## src/rtl/demux16_pkg.sv

```systemverilog
// Shared constants for the 1:16 serial demultiplexer: lane count, select width,
// FSM state encoding and the even-parity helper used when DEMUX_PARITY_EN is defined.
// Contents: BITS, SEL_W, ST_IDLE/ST_SCAN/ST_PARITY, word_parity().
package demux16_pkg;

    // Lane count is fixed; the select/pointer width follows from it.
    localparam int BITS  = 16;
    localparam int SEL_W = $clog2(BITS);

    // FSM encoding. ST_PARITY is only reachable when DEMUX_PARITY_EN is defined.
    localparam logic [1:0] ST_IDLE   = 2'd0;
    localparam logic [1:0] ST_SCAN   = 2'd1;
    localparam logic [1:0] ST_PARITY = 2'd2;

    // Even parity of a full lane word: the correct parity bit makes ^{word,bit} == 0.
    function automatic logic word_parity(input logic [BITS-1:0] word);
        return ^word;
    endfunction

endpackage

```

## src/rtl/demux16_lane_dec.sv

```systemverilog
// Lane write-enable decoder: one-hot enable for the lane addressed by sel (idle) or ptr (scan).
// Purely combinational, zero latency; no flow control of its own.
// Ports: wr_en (write strobe), idle (selects sel vs ptr), sel, ptr in; we[BITS] one-hot out.
module demux16_lane_dec
    import demux16_pkg::*;
(
    input  logic             wr_en,
    input  logic             idle,
    input  logic [SEL_W-1:0] sel,
    input  logic [SEL_W-1:0] ptr,
    output logic [BITS-1:0]  we
);

    logic [SEL_W-1:0] idx;

    // Manual mode addresses the lane with the external select, scan mode with the pointer.
    assign idx = idle ? sel : ptr;

    always_comb begin
        we = '0;
        if (wr_en) begin
            we = {{(BITS-1){1'b0}}, 1'b1} << idx;
        end
    end

endmodule

```

## src/rtl/demux1x16_deserializer.sv

```systemverilog
// 1:16 serial demultiplexer: steers din onto 16 lanes, manually by sel or by an internal
// scan pointer that commits a whole frame to y at once. Latency 1 cycle for every write;
// din_valid may be held low indefinitely mid-frame (no timeout).
// Ports: wb_clk_i, wb_rst_i (async, active high), din/din_valid, sel, start in;
//        busy, ptr, shadow, y, frame_done, parity_err out.
// Optional feature macro: DEMUX_PARITY_EN adds a trailing even-parity bit per scan frame
// (PARITY state, sticky parity_err). Without it parity_err is tied low.
module demux1x16_deserializer
    import demux16_pkg::*;
(
    input  logic             wb_clk_i,
    input  logic             wb_rst_i,
    input  logic             din,
    input  logic             din_valid,
    input  logic [SEL_W-1:0] sel,
    input  logic             start,
    output logic             busy,
    output logic [SEL_W-1:0] ptr,
    output logic [BITS-1:0]  shadow,
    output logic [BITS-1:0]  y,
    output logic             frame_done,
    output logic             parity_err
);

    logic [1:0]      state;
    logic            is_idle;
    logic            is_scan;
    logic            bit_acc;
    logic            wr_en;
    logic            last_bit;
    logic [BITS-1:0] we;
    logic [BITS-1:0] din_rep;
    logic [BITS-1:0] shadow_nxt;
    logic [BITS-1:0] y_manual;

    assign is_idle = (state == ST_IDLE);
    assign is_scan = (state == ST_SCAN);
    assign busy    = !is_idle;

    // start always wins: a data bit arriving in the same cycle as start is dropped.
    assign bit_acc = din_valid && !start;

    // Only IDLE (manual) and SCAN write a lane; the parity bit is never stored.
    assign wr_en    = bit_acc && (is_idle || is_scan);
    assign last_bit = is_scan && bit_acc && (ptr == SEL_W'(BITS - 1));

    demux16_lane_dec u_lane_dec (
        .wr_en (wr_en),
        .idle  (is_idle),
        .sel   (sel),
        .ptr   (ptr),
        .we    (we)
    );

    assign din_rep    = {BITS{din}};
    assign shadow_nxt = (shadow & ~we) | (din_rep & we);
    assign y_manual   = (y & ~we) | (din_rep & we);

`ifdef DEMUX_PARITY_EN
    logic parity_err_q;
    assign parity_err = parity_err_q;
`else
    assign parity_err = 1'b0;
`endif

    always_ff @(posedge wb_clk_i or posedge wb_rst_i) begin
        if (wb_rst_i) begin
            state      <= ST_IDLE;
            ptr        <= '0;
            shadow     <= '0;
            y          <= '0;
            frame_done <= 1'b0;
`ifdef DEMUX_PARITY_EN
            parity_err_q <= 1'b0;
`endif
        end else begin
            frame_done <= 1'b0;
            shadow     <= shadow_nxt;
            if (start) begin
                // Begin or restart a frame; shadow keeps its old contents and y is untouched.
                state <= ST_SCAN;
                ptr   <= '0;
`ifdef DEMUX_PARITY_EN
                parity_err_q <= 1'b0;
`endif
            end else if (bit_acc) begin
                case (state)
                    ST_IDLE: begin
                        // Manual write goes straight through to the committed lane.
                        y <= y_manual;
                    end
                    ST_SCAN: begin
                        ptr <= ptr + SEL_W'(1);
                        if (last_bit) begin
`ifdef DEMUX_PARITY_EN
                            state <= ST_PARITY;
`else
                            y          <= shadow_nxt;
                            frame_done <= 1'b1;
                            state      <= ST_IDLE;
`endif
                        end
                    end
`ifdef DEMUX_PARITY_EN
                    ST_PARITY: begin
                        // Word commits even on a parity error; the error flag is sticky.
                        parity_err_q <= parity_err_q | (din != word_parity(shadow));
                        y            <= shadow;
                        frame_done   <= 1'b1;
                        state        <= ST_IDLE;
                    end
`endif
                    default: begin
                        state <= ST_IDLE;
                    end
                endcase
            end
        end
    end

endmodule

```

## config.mk

```make
export PLATFORM = sky130hd
export DESIGN_NAME = demux1x16_deserializer
export DESIGN_NICKNAME = d
export VERILOG_FILES = /design/src/rtl/demux16_pkg.sv /design/src/rtl/demux16_lane_dec.sv /design/src/rtl/demux1x16_deserializer.sv
export SDC_FILE = /design/constraint.sdc
export NUM_CORES = 1
export LEC_CHECK = 0
export CORE_ASPECT_RATIO = 1.4
export CORE_MARGIN = 2
export CORE_UTILIZATION = 39
export CTS_BUF_LIST = sky130_fd_sc_hd__clkbuf_16
export DETAILED_ROUTE_END_ITERATION = 10
export GPL_ROUTABILITY_DRIVEN = 0
export PLACE_DENSITY = 0.65
export SLEW_MARGIN = 20
export SYNTH_ARGS = -nofsm -noshare
export SYNTH_HDL_FRONTEND = slang
export SYNTH_HIERARCHICAL = 1
export SYNTH_SLANG_ARGS = --single-unit
export TNS_END_PERCENT = 5
```

## constraint.sdc

```tcl
create_clock -name wb_clk_i -period 6.67 [get_ports wb_clk_i]
set_clock_uncertainty 0.2 [all_clocks]
set_input_delay 1.0005 -clock wb_clk_i [delete_from_list [all_inputs] [get_ports wb_clk_i]]
set_output_delay 1.0005 -clock wb_clk_i [all_outputs]
set_load 0.05 [all_outputs]
```

==> results of run 1 <==
## cells in the final DEF, fill, tap and decap left out, types with 2 or more instances in the layout
| cell | instances |
|---|---|
| dfrtp_1 | 38 |
| xor2_1 | 2 |
| a211oi_2 | 10 |
| inv_1 | 6 |
| nand2_1 | 3 |
| clkbuf_16 | 5 |
| and3b_1 | 2 |
| nor2_1 | 27 |
| a21oi_1 | 3 |
| mux2i_1 | 3 |
| clkdlybuf4s50_1 | 46 |
| nand3_1 | 6 |
| o21ai_1 | 4 |
| mux2_1 | 8 |
| a2bb2oi_1 | 5 |
| mux2_2 | 19 |
| nor3_2 | 2 |
| nor3_1 | 3 |
| mux2_4 | 9 |
## cell usage after synthesis, types with 2 or more instances
cell type   n
nor2_1     27
and3b_1     2
nor3_2      2
mux2_2     19
mux2_4      9
inv_1       4
nand2_1     3
nor3_1      3
dfrtp_1    38
mux2i_1     3
mux2_1      8
buf_4       3
nand3_1     6
a211oi_2   10
o21ai_1     4
a2bb2oi_1   5
xor2_1      2
a21oi_1     3
buf_2       4
## worst reg2reg max path, stage by stage (launching register included)
cell	delay, ns
dfrtp_1	1.04
inv_1	0.53
mux2_4	0.44
or2_1	0.32
nor3_2	0.24
nor2_1	0.08
a211oi_2	0.28
mux2_4	0.32
## through the flow
step	hold WS [ns]	area (um2)	util [%]	instances
final	0.288	2660	52.3	281
after global routing	0.307	2660	52.3	281
after CTS	0.294	2660	52.3	281
after detailed placement	0.281	2490	49.1	273
after global placement	0.273	2490	49.1	273
after floorplan	0.607	2020	-	170
## power by group through the flow
| stage | Combinational (mW) | Clock, mW | Sequential (mW) |
|---|---|---|---|
| 2_1_floorplan | 0.0291 | 0 | 0.283 |
| 3_3_place_gp | 0.0912 | 0 | 0.252 |
| 3_5_place_dp | 0.0913 | 0 | 0.252 |
| 4_1_cts | 0.0915 | 0.265 | 0.247 |
| 5_1_grt | 0.0965 | 0.274 | 0.248 |
| 6_report | 0.0908 | 0.257 | 0.247 |
## area by class of cell
type | instances | area (um2)
tap | 66 | 82.6
inverter | 4 | 15.0
clock inverter | 3 | 37.5
fill | 467 | 2420
clock buffer | 5 | 125
sequential | 38 | 951
multi-input combinational | 118 | 977
timing repair buffer | 47 | 468
## worst paths after layout
check	from	endpoint	slack (ns)	depth (start not counted)
max	start	flop	2.97	9
min	flop	flop	0.29	1
max reg2reg	state[0]	flop	3.10	7
min reg2reg	flop	flop	0.29	1
max in group asynchronous	wb_rst_i	frame_done	5.01	3
min in group asynchronous	wb_rst_i	shadow[4]	0.93	3
## cell families (layout without fill, tap and decap cells)
kind of cell | count (synthesis) | after routing
xor+xnor | 2 | 2
compound gates | 25 | 25
simple gates | 50 | 50
flops | 38 | 38
buf+inv | 14 | 59
fa+ha+maj | 1 | 1
mux | 39 | 39
other cells | 1 | 1
## per-layer routing
metal | GRT usage [%] | share of wire, % | vias to the layer above
li1 | - | - | 694
met5 | 0 | 0 | -
met4 | 9.48 | 2.7 | 0
met2 | 25.2 | 49 | 33
met1 | 18.8 | 45 | 707
met3 | 2.52 | 3.4 | 7
==> results.sh, run 1 <==
export IMPL_p_switching_mw=0.150
export IMPL_worst_ir_drop_vdd_v=0.000120
export IMPL_critPathKind="primary input to flop"
export IMPL_synth_top_family_by_area="multiplexers"
export IMPL_arrival_ns=3.66
export IMPL_slowest_stage="nand2b_1"
export IMPL_slowest_delay_ns=0.60
export IMPL_clock_path_buffers=2
export IMPL_cts_inserted_buffers=5
export IMPL_dr_first_iter_drc_count=50
export IMPL_power_frac_comb_pct=15.3
export IMPL_post_cts_buffers=0
export IMPL_cp_end_kind="flop"
export IMPL_antenna_cells=0
export IMPL_rows=31
export IMPL_htreeDepth=2
export IMPL_port_buffers=46
export IMPL_vias=1441
export IMPL_clkPwrFrac_pct=43.2
export IMPL_setup_ws_ns=2.97
export IMPL_drtPass1Iterations=4
export IMPL_root_buffer="clkbuf_16"
export IMPL_synth_fa_ha_area_share_pct=0.621
export IMPL_slew_violations=0
export IMPL_yosys_warnings=6
export IMPL_synth_edf_count=0
export IMPL_nets=224
export IMPL_fmax_ghz=0.271
export IMPL_clkTransAtPathRegs_ns=0.05
export IMPL_viasPerCell=5.13
export IMPL_grt_pass1_wl_um=6620
export IMPL_switching_share_pct=25.1
export IMPL_synth_compound_area_share_pct=11.3
export IMPL_syn_area_um2=2020
export IMPL_crit_buf_inv=3
export IMPL_setup_viol=0
export IMPL_syn_to_final_growth_pct=31.8
export IMPL_synthTopCellsByArea="dfrtp_1 (47%), mux2_2 (11%), mux2_4 (6.7%)"
export IMPL_power_total_mw=0.595
export IMPL_path_max_fanout=18
export IMPL_finalHoldViolCount=0
export IMPL_grt_max_degree=39
export IMPL_crit_top_cell="inv_1"
export IMPL_synth_xor_area_share_pct=0.869
export IMPL_required_ns=6.63
export IMPL_ctsResizeCount=0
export IMPL_layout_drive_gt1_share_pct=22.8
export IMPL_core_um2=5080
export IMPL_grt_pass1_vias=1403
export IMPL_cpLargestDelayFamily="simple AND/OR/NAND/NOR gates"
export IMPL_clock_latency_ns=0.28
export IMPL_status="finished clean"
export IMPL_pin_count=48
export IMPL_initial_core_util_pct=39.7
export IMPL_syn_inst=170
export IMPL_grt_overflow_total=0
export IMPL_p_seq_share_pct=41.6
export IMPL_antenna_left=0
export IMPL_cp_cell_sequence="clkdlybuf4s50_1 -> nand2b_1 -> inv_1 -> inv_1 -> or2_1 -> nor3_2 -> nor2_1 -> a211oi_2 -> mux2_4"
export IMPL_cts_sinks=38
export IMPL_worst_slew_pin_slew_ns=1.07
export IMPL_wire_per_inst_um=14.7
export IMPL_synth_simple_gate_area_share_pct=12.2
export IMPL_ys_seq_area_share_pct=47.2
export IMPL_avgSynthCellArea_um2=11.9
export IMPL_max_cap_viol_count=0
export IMPL_cts_hold_fix_buffers=0
export IMPL_die_h_um=89.1
export IMPL_dpl_hpwl_um=2980
export IMPL_synth_top_area_cell="dfrtp_1"
export IMPL_grt_use_total_pct=15.3
export IMPL_synth_flop_cell="dfrtp_1"
export IMPL_worstSetupStartpointType="primary input"
export IMPL_slew_headroom_pct=28.6
export IMPL_leakage_nw=1.15
export IMPL_finalCritPeriodShare_pct=55.4
export IMPL_synth_seq_cells=38
export IMPL_synth_cell_types=34
export IMPL_post_route_drc_count=0
export IMPL_grt_antenna_before_repair=0
export IMPL_synthArstFlopShare_pct=100
export IMPL_synth_top_area_share_pct=47.2
export IMPL_synth_nets=180
export IMPL_rsz0062_at_grt="no"
export IMPL_p_per_area_nw_per_um2=224
export IMPL_fp_dieArea_um2=5770
export IMPL_totalWireLength_um=4120
export IMPL_cts_tree="yes"
export IMPL_synthMuxAreaShare_pct=23.3
export IMPL_p_int_mw=0.445
export IMPL_period_needed_ns=3.70
export IMPL_die_w_um=64.8
export IMPL_fin_tns_setup_ns=0
export IMPL_hold_path_class="flop to flop"
export IMPL_dpl_worst_slack_ns=2.70
(Power assumes the default switching activity.)
==> inputs of run 2 (changes only) <==
- PLACE_DENSITY: 0.65 -> 0.68
- clock period: 6.67 -> 3.1 ns (I/O delays scaled with it)
==> results.sh, run 2 (synthesized netlist as in run 1, its figures left out) <==
export IMPL_ctsResizeCount=0
export IMPL_fin_tns_setup_ns=0
export IMPL_arrival_ns=1.81
export IMPL_wire_per_inst_um=14.7
export IMPL_required_ns=2.43
export IMPL_pin_count=48
export IMPL_post_route_drc_count=0
export IMPL_max_cap_viol_count=0
export IMPL_fillers=449
export IMPL_slew_violations=0
export IMPL_root_buffer="clkbuf_16"
export IMPL_die_h_um=89.1
export IMPL_grt_overflow_total=0
export IMPL_fp_dieArea_um2=5770
export IMPL_clock_path_buffers=2
export IMPL_antenna_cells=0
export IMPL_grt_pass1_vias=1459
export IMPL_nets=228
export IMPL_layout_drive_gt1_share_pct=24.7
export IMPL_finalCritPeriodShare_pct=80.0
export IMPL_leakage_nw=1.15
export IMPL_cts_tree="yes"
export IMPL_cp_end_kind="primary output"
export IMPL_slew_headroom_pct=55.1
export IMPL_status="finished clean"
export IMPL_cts_hold_fix_buffers=0
export IMPL_p_per_area_nw_per_um2=457
export IMPL_htreeDepth=2
export IMPL_grt_antenna_before_repair=0
export IMPL_layout_common_cells="clkdlybuf4s50_1 (46), dfrtp_1 (38), nor2_1 (27), mux2_2 (19), a211oi_2 (10)"
export IMPL_syn_to_final_growth_pct=32.2
export IMPL_instances_no_fill=285
export IMPL_antenna_left=0
export IMPL_totalWireLength_um=4200
export IMPL_dpl_hpwl_um=3010
export IMPL_reg2reg_from="state[0]"
export IMPL_layout_commonest_cell="clkdlybuf4s50_1"
export IMPL_fmax_ghz=0.403
export IMPL_grt_use_total_pct=15.6
export IMPL_cts_inserted_buffers=5
export IMPL_vias=1437
export IMPL_port_buffers=46
export IMPL_viasPerCell=5.04
export IMPL_worst_slew_pin_slew_ns=0.672
export IMPL_rr_worst_depth=6
export IMPL_clock_latency_ns=0.28
export IMPL_worst_ir_drop_vdd_v=0.000202
export IMPL_timing_hold_ws_ns=0.283
export IMPL_hold_path_class="flop to flop"
export IMPL_setup_viol=0
export IMPL_r2r_setup_slack_ns=0.73
export IMPL_grt_max_degree=39
export IMPL_path_max_fanout=28
export IMPL_initial_core_util_pct=39.7
export IMPL_rsz0062_at_grt="no"
export IMPL_die_w_um=64.8
export IMPL_cts_sinks=38
export IMPL_core_um2=5080
export IMPL_dp_cells=277
export IMPL_post_cts_buffers=0
export IMPL_drtPass1Iterations=4
export IMPL_critPathKind="flop to primary output"
export IMPL_finalHoldViolCount=0
export IMPL_period_needed_ns=2.48
export IMPL_grt_pass1_wl_um=6870
export IMPL_rows=31
export IMPL_clkTransAtPathRegs_ns=0.05
export IMPL_dr_first_iter_drc_count=22
export IMPL_hold_path_depth=1
export IMPL_worstSetupStartpointType="flop"
-- run 2: worst max path at each step --
stage	depth (start not counted)	startpoint	endpoint
final	2	state[0]	busy
after global routing	9	din_valid	flop
after CTS	2	state[0]	busy
after detailed placement	9	din_valid	flop
after global placement	9	din_valid	flop
after floorplan	9	state[0]	flop
-- run 2: layout make-up --
cell class	count	area [um2]	area share (%)
clock inverter	3	16.3	0.610
clock buffer	5	125	4.69
sequential	38	951	35.7
inverter	4	15.0	0.563
multi-input combinational	118	977	36.7
tap	66	82.6	3.10
timing repair buffer	51	498	18.7
-- run 2: routing by layer --
layer | up-vias | track usage, % | wire length [um]
met5 | - | 0 | 0
met4 | 0 | 6.38 | 86
met3 | 7 | 3.78 | 171
met2 | 38 | 27.6 | 2090
met1 | 689 | 18.1 | 1850
li1 | 703 | - | -
-- run 2: through the flow --
| step | setup WS [ns] | utilization (%) | cell area (um2) | power, mW |
|---|---|---|---|---|
| after floorplan | 0.167 | - | 2020 | 0.671 |
| after global placement | 0.378 | 49.7 | 2520 | 0.737 |
| after detailed placement | 0.353 | 49.7 | 2520 | 0.741 |
| after CTS | 0.608 | 52.5 | 2670 | 1.23 |
| after global routing | 0.540 | 52.5 | 2670 | 1.27 |
| final | 0.621 | 52.5 | 2670 | 1.22 |
-- run 2: report_power, final --
part,internal (mW),switching [mW]
combinational,0.0705,0.127
sequential,0.516,0.0160
clock,0.293,0.194
total,0.880,0.337
-- run 2: critical path: stages (launching register included) --
cell,delay (ns)
dfrtp_1,0.34
buf_4,0.32
clkdlybuf4s50_1,0.87
==> inputs of run 3 (changes only) <==
- clock period: 3.1 -> 2.2 ns (I/O delays scaled with it)
==> results.sh, run 3 (synthesized netlist as in run 1, its figures left out) <==
export IMPL_worst_ir_drop_vdd_v=0.000300
export IMPL_leakage_nw=1.27
export IMPL_clock_latency_ns=0.28
export IMPL_grt_antenna_before_repair=0
export IMPL_arrival_ns=2.18
export IMPL_root_buffer="clkbuf_16"
export IMPL_required_ns=2.16
export IMPL_grt_use_total_pct=17.1
export IMPL_hold_path_class="primary input to async pin"
export IMPL_setup_viol=6
export IMPL_cp_end_kind="flop"
export IMPL_slew_violations=0
export IMPL_finalHoldViolCount=0
export IMPL_core_um2=5080
export IMPL_viasPerCell=5.10
export IMPL_slew_headroom_pct=66.1
export IMPL_worstSetupStartpointType="flop"
export IMPL_grt_pass1_vias=1533
export IMPL_fmax_ghz=0.451
export IMPL_path_max_fanout=12
export IMPL_wl_met1_um=1910
export IMPL_dr_wl_met3_um=161
export IMPL_die_h_um=89.1
export IMPL_placed_area_um2=2650
export IMPL_totalWireLength_um=4610
export IMPL_grt_pass1_wl_um=7510
export IMPL_status="finished, violations left"
export IMPL_htreeDepth=2
export IMPL_cts_tree="yes"
export IMPL_cts_inserted_buffers=5
export IMPL_r2r_setup_slack_ns=-0.02
export IMPL_period_needed_ns=2.22
export IMPL_antenna_cells=0
export IMPL_cts_hold_fix_buffers=0
export IMPL_wire_per_inst_um=15.5
export IMPL_clock_path_buffers=2
export IMPL_cts_sinks=38
export IMPL_nets=241
export IMPL_vias=1521
export IMPL_grt_max_degree=39
export IMPL_rows=31
export IMPL_fp_dieArea_um2=5770
export IMPL_dpl_hpwl_um=3180
export IMPL_clkTransAtPathRegs_ns=0.05
export IMPL_setup_ws_ns=-0.0179
export IMPL_layout_drive_gt1_share_pct=42.2
export IMPL_worst_slew_pin_slew_ns=0.508
export IMPL_final_cell_area_um2=2910
export IMPL_layout_commonest_cell="clkdlybuf4s50_1"
export IMPL_antenna_left=0
export IMPL_finalCritPeriodShare_pct=101
export IMPL_p_per_area_nw_per_um2=597
export IMPL_violations="negative setup slack"
export IMPL_post_route_drc_count=0
export IMPL_syn_to_final_growth_pct=44.4
export IMPL_layout_common_cells="clkdlybuf4s50_1 (42), dfrtp_1 (37), buf_4 (19), mux2_2 (18), nor2_1 (16)"
export IMPL_die_w_um=64.8
export IMPL_timing_hold_ws_ns=0.276
export IMPL_pin_count=48
export IMPL_dr_wl_met2_um=2470
export IMPL_critPathKind="flop to flop"
export IMPL_port_buffers=46
export IMPL_initial_core_util_pct=39.7
export IMPL_grt_overflow_total=0
export IMPL_max_cap_viol_count=0
export IMPL_rsz0062_at_grt="yes"
export IMPL_drtPass1Iterations=4
export IMPL_post_cts_buffers=0
export IMPL_dr_first_iter_drc_count=44
export IMPL_highest_layer="met4"
==> run 3: changes by cell type in the layout (fill, tap and decap cells not counted), moves of 3 or more <==
cell / delta
mux2i_1: -3
nor2_1: -11
o21ai_2: +4
nor2_2: +10
clkdlybuf4s50_1: -4
o21ai_1: -4
buf_4: +14
==> run 3: worst paths after layout <==
kind | from | to | depth (start not counted)
max | state[0] | flop | 8
min | wb_rst_i | async pin | 3
max reg2reg | state[0] | flop | 8
min reg2reg | flop | flop | 1
max in group asynchronous | wb_rst_i | state[0] | 3
min in group wb_clk_i | flop | flop | 1
==> run 3: routing by layer <==
layer | global-route usage [%] | vias up
met1 | 21.5 | 759
met3 | 3.53 | 4
li1 | - | 731
met4 | 6.77 | 0
met5 | 0 | -
met2 | 29.0 | 27
==> run 3: final cells by class <==
| type | instances | area [um2] |
|---|---|---|
| Tap cell | 66 | 82.6 |
| Inverter | 4 | 20.0 |
| Multi-Input combinational cell | 118 | 1110 |
| Clock inverter | 3 | 12.5 |
| Clock buffer | 5 | 125 |
| Sequential cell | 38 | 952 |
| Fill cell | 436 | 2170 |
| Timing Repair Buffer | 64 | 611 |
==> run 3: per-stage QoR <==
stage / setup TNS, ns / setup slack, ns / util, % / std cells / power (mW)
after floorplan: -6.25 / -0.399 / - / 170 / 0.953
after global placement: -4.97 / -0.403 / 52.1 / 290 / 1.06
after detailed placement: -5.40 / -0.404 / 52.1 / 290 / 1.06
after CTS: -0.0852 / -0.0200 / 55.4 / 298 / 1.75
after global routing: -0.895 / -0.0839 / 57.3 / 298 / 1.81
final: -0.0421 / -0.0179 / 57.3 / 298 / 1.74
==> run 3: critical path, cell delays in order (launching register included) <==
cell	delay, ns
dfrtp_2	0.43
inv_6	0.07
buf_8	0.14
buf_4	0.13
mux2_2	0.36
o21ai_2	0.11
nor2_1	0.10
mux2_2	0.29
mux2_1	0.28
==> run 3: timing repair <==
| item | in CTS | in global routing |
|---|---|---|
| pin swaps | 1 | 9 |
| resized for setup | 9 | 23 |
| endpoints found under the setup margin | 14 | 17 |
| hold endpoints to repair | 0 | 0 |
==> run 3: power by group <==
part / leakage (nW) / internal (mW) / switching (mW) / total [mW]
sequential: 0.518 / 0.727 / 0.0217 / 0.749
clock: 0.0724 / 0.409 / 0.264 / 0.673
combinational: 0.677 / 0.120 / 0.195 / 0.314
total: 1.27 / 1.26 / 0.481 / 1.74
